**src/rtl/lut_fifo_pkg.sv**
```systemverilog
// Sizing helpers for lut_fifo: pointers carry one extra wrap bit above the address.
package lut_fifo_pkg;

    localparam int LUT_FIFO_DEFAULT_DEPTH = 16;

    function automatic int ptr_width(input int depth);
        return $clog2(depth) + 1;
    endfunction

endpackage

```
**src/rtl/riscv_32i_defs_pkg.sv**
```systemverilog
// Core-wide architectural constants shared by the RV32I datapath and its helper blocks.
package riscv_32i_defs_pkg;

    localparam int XLEN = 32;

endpackage

```
**src/rtl/lut_ram.sv**
```systemverilog
// Distributed-RAM style storage: synchronous write, asynchronous (combinational) read.
module lut_ram #(
    parameter int LUT_WIDTH = 32,
    parameter int LUT_DEPTH = 16
) (
    input  logic                         clk,
    input  logic                         wr_en,
    input  logic [$clog2(LUT_DEPTH)-1:0] wr_addr,
    input  logic [LUT_WIDTH-1:0]         wr_data,
    input  logic [$clog2(LUT_DEPTH)-1:0] rd_addr,
    output logic [LUT_WIDTH-1:0]         rd_data
);

    logic [LUT_WIDTH-1:0] mem_q [LUT_DEPTH];

    always_ff @(posedge clk) begin
        if (wr_en) begin
            mem_q[wr_addr] <= wr_data;
        end
    end

    assign rd_data = mem_q[rd_addr];

endmodule

```
**src/rtl/lut_fifo.sv**
```systemverilog
// First-word-fall-through FIFO over lut_ram; the head is read combinationally at rd_ptr.
// Optional registered almost_full/almost_empty flags are enabled with LUT_FIFO_ALMOST_FLAGS_EN.
module lut_fifo
    import riscv_32i_defs_pkg::*;
    import lut_fifo_pkg::*;
#(
    parameter int WIDTH            = XLEN,
    parameter int DEPTH            = LUT_FIFO_DEFAULT_DEPTH,
    parameter int ALMOST_FULL_LVL  = DEPTH - 2,
    parameter int ALMOST_EMPTY_LVL = 2
) (
    input  logic                     clk,
    input  logic                     rst,
    input  logic                     flush,
    input  logic                     in_valid,
    output logic                     in_ready,
    input  logic [WIDTH-1:0]         in_data,
    output logic                     out_valid,
    input  logic                     out_ready,
    output logic [WIDTH-1:0]         out_data,
`ifdef LUT_FIFO_ALMOST_FLAGS_EN
    output logic [$clog2(DEPTH):0]   count,
    output logic                     almost_full,
    output logic                     almost_empty
`else
    output logic [$clog2(DEPTH):0]   count
`endif
);

    localparam int PW = ptr_width(DEPTH);
    localparam int AW = PW - 1;
    localparam logic [PW-1:0] ONE = PW'(1);

    if (DEPTH < 2 || (DEPTH & (DEPTH - 1)) != 0) begin : g_bad_depth
        $error("lut_fifo: DEPTH must be a power of two >= 2");
    end
    if (ALMOST_FULL_LVL > DEPTH || ALMOST_EMPTY_LVL < 0) begin : g_bad_lvl
        $error("lut_fifo: almost-flag levels out of range");
    end

    logic [PW-1:0] wr_ptr_q, wr_ptr_d;
    logic [PW-1:0] rd_ptr_q, rd_ptr_d;
    logic [PW-1:0] count_q, count_d;
    logic          empty, full, push, pop, wr_en;

    // Equal address with opposite wrap bits means the writer has lapped the reader.
    assign empty = (wr_ptr_q == rd_ptr_q);
    assign full  = (wr_ptr_q[AW-1:0] == rd_ptr_q[AW-1:0]) && (wr_ptr_q[AW] != rd_ptr_q[AW]);

    assign in_ready  = ~full;
    assign out_valid = ~empty;
    assign push      = in_valid & ~full;
    assign pop       = out_ready & ~empty;
    assign wr_en     = push & ~flush;
    assign count     = count_q;

    lut_ram #(
        .LUT_WIDTH (WIDTH),
        .LUT_DEPTH (DEPTH)
    ) u_lut_ram (
        .clk     (clk),
        .wr_en   (wr_en),
        .wr_addr (wr_ptr_q[AW-1:0]),
        .wr_data (in_data),
        .rd_addr (rd_ptr_q[AW-1:0]),
        .rd_data (out_data)
    );

    always_comb begin
        wr_ptr_d = wr_ptr_q;
        rd_ptr_d = rd_ptr_q;
        count_d  = count_q;
        if (flush) begin
            wr_ptr_d = '0;
            rd_ptr_d = '0;
            count_d  = '0;
        end else begin
            if (push) wr_ptr_d = wr_ptr_q + ONE;
            if (pop)  rd_ptr_d = rd_ptr_q + ONE;
            case ({push, pop})
                2'b10:   count_d = count_q + ONE;
                2'b01:   count_d = count_q - ONE;
                default: count_d = count_q;
            endcase
        end
    end

    always_ff @(posedge clk or posedge rst) begin
        if (rst) begin
            wr_ptr_q <= '0;
            rd_ptr_q <= '0;
            count_q  <= '0;
        end else begin
            wr_ptr_q <= wr_ptr_d;
            rd_ptr_q <= rd_ptr_d;
            count_q  <= count_d;
        end
    end

`ifdef LUT_FIFO_ALMOST_FLAGS_EN
    logic almost_full_q, almost_empty_q;

    // Flags are computed from next occupancy so they line up with count.
    always_ff @(posedge clk or posedge rst) begin
        if (rst) begin
            almost_full_q  <= 1'b0;
            almost_empty_q <= 1'b1;
        end else begin
            almost_full_q  <= (int'(count_d) >= ALMOST_FULL_LVL);
            almost_empty_q <= (int'(count_d) <= ALMOST_EMPTY_LVL);
        end
    end

    assign almost_full  = almost_full_q;
    assign almost_empty = almost_empty_q;
`endif

endmodule

```
**config.mk**
```make
export PLATFORM = sky130hd
export DESIGN_NAME = lut_fifo
export DESIGN_NICKNAME = d
export VERILOG_FILES = /design/src/rtl/lut_fifo_pkg.sv /design/src/rtl/riscv_32i_defs_pkg.sv /design/src/rtl/lut_ram.sv /design/src/rtl/lut_fifo.sv
export SDC_FILE = /design/constraint.sdc
export NUM_CORES = 1
export LEC_CHECK = 0
export ABC_AREA = 1
export CAP_MARGIN = 5
export CORE_MARGIN = 2
export CORE_UTILIZATION = 60
export CTS_CLUSTER_DIAMETER = 40
export DETAILED_ROUTE_END_ITERATION = 12
export PLACE_DENSITY = 0.79
export SLEW_MARGIN = 25
export SYNTH_ARGS = -nofsm -noshare
export SYNTH_HDL_FRONTEND = slang
export SYNTH_SLANG_ARGS = --single-unit
export TNS_END_PERCENT = 30
```
**constraint.sdc**
```tcl
create_clock -name clk -period 7.5 [get_ports clk]
set_clock_uncertainty 0.1 [all_clocks]
set_input_delay 1.5 -clock clk [delete_from_list [all_inputs] [get_ports clk]]
set_output_delay 1.5 -clock clk [all_outputs]
set_load 0.05 [all_outputs]
```
==> impl_metrics.ini <==
[power]
powerDensity_nw_per_um2 = 292
leakagePower_uw = 0.00774
fin_total_pwr_uw = 6920
ir_drop_mv = 0.241

[sta]
finalHoldViolations = 0
rsz0062_at_grt = false
setup_violations = 0
worst_pin_slew_ps = 1090
slew_headroom_pct = 27.4
slew_violations = 0
clock.fmax_ghz = 0.175
setup_tns_ps = 0
fin_crit_sh_pct = 76.0
period_needed_ps = 5700

[clock_tree]
postCtsSetupRepairBufs = 0
cts_inserted_buffers = 56
cts-root-buf = clkbuf_16
cts_resized = 0
clkTransAtPathRegs_ps = 60
worstSkewPairLatency_ps = 580
cts_tree = done
h-tree-depth = 2
clockBufferDepth = 3
hold_buffers = 0
cts_sinks = 527

[drt]
m1WireLength_um = 18900
via_count = 13300
final_antenna_net_count = 0
first_pass_iters = 6
drc_errors = 0
routedWlPerCell_um = 23.4
wl_met2_um = 23500
route.top_layer_used = met5
drt-initial-drc-count = 1825
drt_wl_total_um = 48900
vias_per_cell = 6.33
route.met3.wl_um = 5040

[logic_synthesis]
yosysWarnings = 0
synth_area_um2 = 20700
synth_nets = 1581
synthDistinctLibCells = 33
syn_inst = 1535
synth_top_family_by_area = compound AO/OA/AOI/OAI gates
synthSimpleGateAreaFrac_pct = 9.31
synth-edff-count = 512
synth_compound_area_share_pct = 11.4
async_flop_share_pct = 2.85
synth_mux_area_share_pct = 0
syn_area_per_cell_um2 = 13.5
synthXorXnorAreaFrac_pct = 0.212
synthFlopType = edfxtp_1
ys_seq_area_share_pct = 76.1
ys_ff_latch = 527
synthAdderAreaFrac_pct = 0.580

[flow_run]
max_cap_viol_count = 0

[worst_hold_path]
whs_path_depth = 2
min_path_type = register to register
min_to = count[3]$_DFFE_PP0P_
hp-start = count[3]$_DFFE_PP0P_

[critical_path]
reg2reg_to = u_lut_ram.mem_q[13][22]$_DFFE_PP_
timing.rr.start = rd_ptr_q[2]$_DFFE_PP0P_
critical_path_class = register to output pin
cp-start-kind = register
cp_max_fo = 121
reg2reg_slack_ps = 3420
cp-end-kind = output pin
rr_worst_depth = 11
cp.required_ps = 5900
worstPathArrival_ps = 4100

[grt]
grt_pass1_wl_um = 73700
track_usage_pct = 27.2
antenna_found_initial = 2
grt_remaining_overflow = 0
grt_pass1_vias = 12800
grt_start_max_net_pins = 122

[floorplan]
rows = 68
ios = 76
initial_core_util_pct = 60.4
die_w_um = 190
die_area_um2 = 36000
core_um2 = 34300
dieHeight_um = 190

[final_layout]
drive_gt1_share_pct = 9.33
nets = 1641
fillers = 2146
multi_input_area_um2 = 4570
syn_to_final_growth_pct = 14.6
regArea_um2 = 15800

[placement]
place.port_buffers = 75
place_congestion = 0.781
post-dp-hpwl_um = 23500

[run_status]
status = finished clean
state kept, by name, indices dropped and copies added (netlist names):
register         flops
rd_ptr_q             5
u_lut_ram.mem_q    512
wr_ptr_q             5
count                5
worst max-delay path by stage:
stage / start / end / slack, ps
final: rd_ptr_q[0]$_DFFE_PP0P_ / out_data[19] / 1800
after global routing: rd_ptr_q[0]$_DFFE_PP0P_ / out_data[20] / 1650
after CTS: rd_ptr_q[0]$_DFFE_PP0P_ / out_data[18] / 1880
after detailed placement: rd_ptr_q[0]$_DFFE_PP0P_ / out_data[26] / 2510
after global placement: rd_ptr_q[1]$_DFFE_PP0P_ / out_data[15] / 2530
after floorplan: flush / u_lut_ram.mem_q[3][0]$_DFFE_PP_ / 2970
critical path, cell delays in order (launching register included):
cell and delay, ps:
dfrtp_4 680, inv_6 670, buf_4 540, o21ai_0 170, o221ai_1 240, nand3_1 150, nand3_1 130, clkdlybuf4s50_1 810
kinds of logic after synthesis:
family / count (synthesis)
XOR/XNOR: 5
AND/OR/NAND/NOR: 467
AO/OA/AOI/OAI: 406
flip-flops: 527
adder cells (fa/ha/maj): 9
buffers and inverters: 121
synth_stat cells, drive strengths merged (4+ instances only):
cell	count	share of area (%)
a21oi	4	0.097
buf	26	0.69
clkbuf	76	1.4
dfrtp	15	1.8
edfxtp	512	74
ha	8	0.48
inv	19	0.34
nand2	110	2.1
nand3	68	1.7
nor2	282	5.2
nor3	5	0.12
o211ai	7	0.25
o21ai	264	6.4
o221ai	57	2.4
o22ai	71	2.1
xnor2	4	0.17
stage by stage:
step                      instances  area (um2)  worst slack (ps)  hold WS, ps  utilization (%)
after floorplan                1535       20700              2970          440                -
after global placement         1992       21900              2530          396             64.0
after detailed placement       1992       21900              2510          393             64.0
after CTS                      2094       23700              1880          411             69.1
after global routing           2094       23700              1650          444             69.2
final                          2095       23700              1800          406             69.2
placed cells by master (no fill, tap or decap), types with 2 or more instances in the layout:
master,count
buf_4,27
nand2_1,105
o21ai_0,262
nor3_2,3
buf_6,2
o22ai_1,71
a21oi_1,4
nor2_1,265
clkinv_2,10
clkinvlp_4,3
edfxtp_1,512
bufinv_16,3
nor2_4,16
nor3_1,2
dfrtp_4,2
clkbuf_1,4
inv_6,6
o221ai_1,57
ha_1,8
o21ai_1,2
nand2_4,3
clkdlybuf4s50_1,75
nand3_1,66
clkbuf_16,57
inv_8,3
clkinv_4,4
nand2_2,2
dfrtp_1,12
xnor2_1,4
clkinv_1,14
inv_1,10
o211ai_1,7
inv_2,7
report_power, final:
part / switching [uW] / total [uW] / internal [uW]
clock network: 1120 / 2620 / 1500
registers: 33.5 / 3290 / 3260
logic: 709 / 1010 / 298
total: 1870 / 6920 / 5060
final cells by class:
cell class	count	share of cell area, %
clock buffers	61	6.08
clock inverters	41	1.36
repair buffers	104	4.11
diodes	1	0.0106
multi-input cells	887	19.3
well taps	455	2.40
flip-flops and latches	527	66.4
inverters	19	0.327
per-layer routing:
metal | global-route usage [%] | vias to the layer above
met2 | 43.7 | 794
met3 | 5.05 | 119
met1 | 37.6 | 6463
met5 | 0 | -
met4 | 10.3 | 4
li1 | - | 5884
Power figures use the tool's default switching activity.
